### src/rtl/dmux_stream_router.sv
// Purpose: registered 1-to-N valid/ready demux; each beat goes to exactly one channel (sel or round-robin).
// Latency: one cycle from the accept edge to out_valid; one beat per cycle while the target consumer is ready.
// Backpressure: in_ready follows out_ready of the held beat's channel combinationally; other channels never stall.
//
// Ports:
//   clk, rst_n          clock (rising edge) and asynchronous active-low reset
//   mode, sel           0 = route to sel, 1 = route to rr_ptr
//   in_valid/in_ready   input handshake, in_data payload (DW bits)
//   out_valid[N]        one-hot channel strobe, out_ready[N] per-channel ready
//   out_data            payload shared by all channels
//   rr_ptr              next round-robin destination
//   drop_cnt            saturating count of beats discarded for a destination >= N
module dmux_stream_router #(
  parameter int DW = 8,
  parameter int N  = 8,
  parameter int SW = 3,   // must equal ceil(log2(N))
  parameter int CW = 16
) (
  input  logic          clk,
  input  logic          rst_n,
  input  logic          mode,
  input  logic [SW-1:0] sel,
  input  logic          in_valid,
  output logic          in_ready,
  input  logic [DW-1:0] in_data,
  output logic [N-1:0]  out_valid,
  input  logic [N-1:0]  out_ready,
  output logic [DW-1:0] out_data,
  output logic [SW-1:0] rr_ptr,
  output logic [CW-1:0] drop_cnt
);

  typedef enum logic {EMPTY = 1'b0, FULL = 1'b1} state_t;

  // One extra bit so N itself (e.g. 256 with SW=8) is representable.
  localparam logic [SW:0]   N_EXT   = (SW+1)'(N);
  localparam logic [SW-1:0] RR_LAST = SW'(N-1);
  localparam logic [CW-1:0] CNT_MAX = '1;

  state_t        state;
  logic [SW-1:0] dest;
  logic [DW-1:0] data;

  logic [SW-1:0] d;
  logic          legal;
  logic          hold_rdy;
  logic          accept;
  logic          deliver;

  assign d        = mode ? rr_ptr : sel;
  // Only reachable as illegal in select mode with a non-power-of-2 N;
  // rr_ptr never leaves 0..N-1.
  assign legal    = ({1'b0, d} < N_EXT);
  // dest only ever holds a legal channel, so this index stays in range.
  assign hold_rdy = out_ready[dest];
  assign in_ready = (state == EMPTY) | hold_rdy;
  assign accept   = in_valid & in_ready;
  assign deliver  = (state == FULL) & hold_rdy;

  always_ff @(posedge clk or negedge rst_n) begin
    if (!rst_n) begin
      state    <= EMPTY;
      dest     <= '0;
      data     <= '0;
      rr_ptr   <= '0;
      drop_cnt <= '0;
    end else begin
      if (accept && legal) begin
        // Covers both a load into an empty slot and a reload in the same
        // cycle as delivery, so back-to-back beats see no bubble.
        state <= FULL;
        dest  <= d;
        data  <= in_data;
        if (mode) begin
          rr_ptr <= (rr_ptr == RR_LAST) ? '0 : rr_ptr + SW'(1);
        end
      end else if (deliver) begin
        state <= EMPTY;
      end

      // Dropped beat: consumed, slot untouched, counter saturates.
      if (accept && !legal && (drop_cnt != CNT_MAX)) begin
        drop_cnt <= drop_cnt + CW'(1);
      end
    end
  end

  always_comb begin
    out_valid = '0;
    if (state == FULL) begin
      out_valid[dest] = 1'b1;
    end
  end

  // Holds the last beat while EMPTY; consumers must qualify with out_valid.
  assign out_data = data;

endmodule

### config.mk
export PLATFORM = sky130hd
export DESIGN_NAME = dmux_stream_router
export DESIGN_NICKNAME = d
export VERILOG_FILES = /design/src/rtl/dmux_stream_router.sv
export SDC_FILE = /design/constraint.sdc
export NUM_CORES = 1
export LEC_CHECK = 0
export ABC_CLOCK_PERIOD_IN_PS = 2190
export CAP_MARGIN = 10
export CORE_ASPECT_RATIO = 1.75
export CORE_MARGIN = 4
export CORE_UTILIZATION = 35
export DETAILED_ROUTE_END_ITERATION = 10
export PLACE_DENSITY = 0.76
export RECOVER_POWER = 25
export SLEW_MARGIN = 20
export SYNTH_ARGS = -nofsm -noshare
export SYNTH_HDL_FRONTEND = slang
export SYNTH_SLANG_ARGS = --single-unit
### constraint.sdc
create_clock -name clk -period 2.19 [get_ports clk]
set_input_delay 0.657 -clock clk [delete_from_list [all_inputs] [get_ports clk]]
set_output_delay 0.657 -clock clk [all_outputs]
set_load 0.02 [all_outputs]
# Word level (Yosys, flattened, before mapping)
# Cells that the tools add are included.
totals:
  register_bits: 15
  in_bits: 23
  out_inout_bits: 36
  elab_cells: 24
op_classes:
  n_addsub: 1
  magnitude_cmp: 2
  eq_ne: 1
  muxes: 9
  bitwise: 4
  reduce_logical: 3
op_table:
  columns: ["operator", "count"]
  rows:
  - ["8-bit two-way mux", 1]
  - ["3-bit two-way mux", 2]
  - ["3-bit by 4-bit < comparator with 1-bit output, second input constant", 1]
  - ["1-bit two-way mux", 4]
  - ["3-bit by 1-bit adder with 3-bit output, second input constant", 1]
  - ["1-bit binary-select mux with 3-bit select", 1]
  - ["1-bit demux with 3-bit select", 1]
  - ["3-bit equality test, second input constant", 1]
  - ["3-bit by 1-bit greater-or-equal comparator with 1-bit output, second input constant", 1]
  - ["1-bit AND", 2]
  - ["2-bit AND reduction", 1]
  - ["2-bit nonzero test", 1]
  - ["1-bit logical AND", 1]
  - ["1-bit inverter", 1]
  - ["1-bit OR", 1]

# Logic depth before layout (Yosys ltp)
depth:
  depth_word: 5
  ltp_mapped: 6
  ltp_nobuf: 4

# Worst setup path before layout
# Ideal clock, no wire load.
synth_timing:
  kind: "input -> output"
  from: "input port out_ready[1]"
  to: "output port in_ready"
  t_arrival_ps: 1428
  required_ps: 1533
  path_slack_ps: 105
  path_stages: 3
  n_path_buf: 0
  cell_sequence: "mux2i_1 > o21ai_0 > or3_1"
synth_via:
  elab_chain_cells: 3
synth_lines:
  columns: ["item", "line", "source"]
  rows:
  - ["start: declaration", "27", "input logic [N-1:0] out_ready,"]
  - ["1-bit binary-select mux with 3-bit select", "55", "assign hold_rdy = out_ready[dest];"]
  - ["1-bit two-way mux (implied by the code)", "55", null]
  - ["1-bit OR", "56", "assign in_ready = (state == EMPTY) | hold_rdy;"]
  - ["end: declaration", "24", "output logic in_ready,"]
# No other way between the ends. The select of a mux whose other input is x is not followed.

# Worst setup path in the final report
layout_timing:
  from: "input port out_ready[7]"
  to: "output port in_ready"
# Same word-level chain as after synthesis.

==> run_results.csv <==
group,metric,value,unit
sta,fmax,435.3,MHz
logic_synthesis,synthesis.area,974.7,um^2
critical_path,r2r_end,"out_data[4]$_DFFE_PN0P_",
floorplan,chipWidth,47.89,um
critical_path,critPathLaunchType,"input pin",
sta,worst_slack,-0.1072,ns
logic_synthesis,yosysWarnings,0,
detailed_routing,avgRoutedWirePerCell,14.38,um
sta,post-route-min-period,2.297,ns
floorplan,rows,25,
outcome,status,"complete, but fails checks",
layout,seq_area,376.6,um^2
critical_path,crit_type,"in -> out",
layout,multi_input_area,535.5,um^2
clock_tree,clockBufferDepth,2,
detailed_routing,drtIter0Drc,10,
grt,gr-usage-all-layers,0.1417,
critical_path,crit_path_max_fanout,2,
clock_tree,path_clk_slew,0.06,ns
layout,num-nets-final,175,
grt,grt_antenna_before_repair,0,
power,vdd_drop_max,901.2,uV
grt,grt_pass1_vias,894,
floorplan,ioPinCount,59,
layout,num_antenna_cells,0,
floorplan,initial_utilization,0.3623,
outcome,violations,"setup timing",
grt,grt_first_pass_wirelength,3.960,mm
detailed_routing,drc,0,
critical_path,timing.rr.start,"dest[0]$_DFFE_PN0P_",
layout,fillers,239,
place,hpwl,1.978,mm
worst_hold_path,holdCritPathClass,"reg -> reg",
critical_path,r2r_cells,9,
detailed_routing,via_per_inst,4.608,
logic_synthesis,synth-seq-cells,15,
clock_tree,cts-root-buf,"clkbuf_8",
sta,setup-violations-final,1,
worst_hold_path,hold-path-cell-count,1,
sta,grt_setup_unrepaired,"yes",
worst_hold_path,hold_path_end,"out_data[1]$_DFFE_PN0P_",
detailed_routing,drtPass1Iterations,3,
clock_tree,clk_latency,0.25,ns
place,port_buffers,42,
sta,fin_crit_sh,1.049,
detailed_routing,detail-route-antenna-nets,0,
sta,finalMaxSlewViolations,0,
sta,fin_tns_setup,-0.1072,ns
job,maxCapViolCount,0,
sta,fin_skew,0.004716,ns
clock_tree,clock_sinks,15,
critical_path,r2r_slack,0.08,ns
sta,slew_headroom,0.5518,
grt,grt_overflow,0,
logic_synthesis,yosysSeqAreaShare,0.3851,
clock_tree,cts_buffers,3,
power,p_leak,0.0007702,uW
clock_tree,cts_tree,"yes",
floorplan,core,2690,um^2
logic_synthesis,synth.distinct_cells,24,
logic_synthesis,syn_area_per_cell,11.60,um^2
critical_path,cp.required,1.53,ns
sta,tightest_slew,0.6701,ns
sta,timing.hold.ws,0.5167,ns
critical_path,cp.arrival,1.64,ns
layout,areaGrowthSynthToFinish,62.26,%
floorplan,die_h,77.81,um
place,place_congestion,0.8050,
worst_hold_path,hp-start,"out_data[1]$_DFFE_PN0P_",
layout,drive_gt1_frac,0.3960,
floorplan,dieArea,3726,um^2
logic_synthesis,synthesis.instances,84,
grt,grt_max_degree,16,
sta,finalHoldViolations,0,
detailed_routing,vias,811,
clock_tree,htree_levels,1,
detailed_routing,wl,2.530,mm
critical_path,end_kind,"primary output",
power,powerDensity,1509,nW/um^2
[through the flow]
step	setup WS (ns)	area (um^2)	total power [uW]	util	cells
after floorplan	0.1048	1031	1367	-	99
after CTS	-0.1046	1604	2395	0.5963	175
after detailed placement	-0.7721	1468	2008	0.5456	165
after global placement	-0.7556	1468	1974	0.5456	165
final	-0.1072	1582	2387	0.5879	176
after global routing	-0.1517	1582	2528	0.5879	176
[Yosys cell counts]
| library cell | instances | area, um^2 |
|---|---|---|
| ha_1 | 2 | 25.02 |
| mux2_2 | 5 | 56.30 |
| buf_4 | 16 | 120.1 |
| nand2_1 | 2 | 7.510 |
| or2_2 | 1 | 6.260 |
| o2bb2ai_1 | 1 | 8.760 |
| o21ai_0 | 2 | 10.01 |
| mux2i_2 | 1 | 13.76 |
| o311ai_2 | 1 | 16.27 |
| buf_6 | 2 | 22.52 |
| nand2b_1 | 4 | 25.02 |
| dfrtp_1 | 15 | 375.4 |
| nor2_1 | 10 | 37.54 |
| nand3b_1 | 1 | 7.510 |
| conb_1 | 1 | 3.750 |
| o22ai_2 | 1 | 12.51 |
| o21ai_1 | 1 | 5.000 |
| inv_1 | 1 | 3.750 |
| or3_1 | 1 | 6.260 |
| mux2i_1 | 4 | 40.04 |
| o22ai_1 | 1 | 6.260 |
| a32oi_1 | 1 | 8.760 |
| mux2_4 | 9 | 135.1 |
| o31ai_4 | 1 | 21.27 |
[state kept, by name, indices dropped and copies added, names as in the netlist]
| name | flops |
|---|---|
| rr_ptr | 3 |
| out_data | 8 |
| state | 1 |
| dest | 3 |
[cells by family after synthesis]
logic type      after synthesis  synth area share
buf+inv                      19            0.1502
simple gates                 19           0.09244
flops                        15            0.3851
compound gates                9           0.09115
other cells                   1          0.003847
mux                          19            0.2516
fa+ha+maj                     2           0.02567
[power breakdown]
part	switching, uW	total, uW	internal [uW]
combinational	709	1620	914
clock	97.2	223	126
sequential	119	541	422
total	925	2390	1460
[routing by layer]
| layer | wire length [um] | part of all wire | vias up | GRT usage |
|---|---|---|---|---|
| met5 | 0 | 0 | - | 0 |
| met3 | 206 | 0.081 | 0 | 0.02784 |
| met2 | 1441 | 0.57 | 38 | 0.2507 |
| met4 | 0 | 0 | 0 | 0.04582 |
| li1 | - | - | 387 | - |
| met1 | 883 | 0.35 | 386 | 0.1565 |
[cell type report]
| cell class | count | share of cell area |
|---|---|---|
| clock buffers | 3 | 0.02611 |
| clock inverters | 1 | 0.003165 |
| flip-flops and latches | 15 | 0.2381 |
| repair buffers | 64 | 0.3703 |
| inverters | 1 | 0.002373 |
| multi-input cells | 65 | 0.3386 |
| well taps | 27 | 0.02136 |
[placed cells by master, fill, tap and decap left out, types with 2 or more instances in the layout]
cell type        count
buf_4               18
dfrtp_1             14
o22ai_2              2
nand2_1              2
mux2i_1              4
nor2_1              10
mux2_4              10
ha_1                 2
mux2_2               4
buf_2                2
clkbuf_2             6
buf_6                3
nand2b_1             4
clkdlybuf4s15_1      5
conb_1              16
clkbuf_8             3
dlygate4sd2_1        2
clkdlybuf4s50_1     24
[timing repair]
| action | in CTS | in global routing |
|---|---|---|
| setup buffers | 7 | 3 |
| pin swaps | 5 | 4 |
| endpoints found under the setup margin | 10 | 17 |
| cloned | 1 | 0 |
| hold buffers | 0 | 0 |
| resized for setup | 45 | 11 |
[worst max-delay path, stage by stage]
cell and delay [ns]:
clkdlybuf4s15_1 0.16, mux2i_1 0.23, o22ai_2 0.11, or3_4 0.34, buf_6 0.14
[how the worst max path moves through the flow]
stage	from	endpoint	slack, ns	cells past startpoint
6_report	out_ready[7]	in_ready	-0.11	5
5_1_grt	out_ready[7]	in_ready	-0.15	5
3_5_place_dp	out_ready[6]	in_ready	-0.77	5
2_1_floorplan	out_ready[1]	in_ready	0.10	3
3_3_place_gp	out_ready[1]	in_ready	-0.76	5
4_1_cts	out_ready[0]	in_ready	-0.10	5
(Power assumes the default switching activity.)
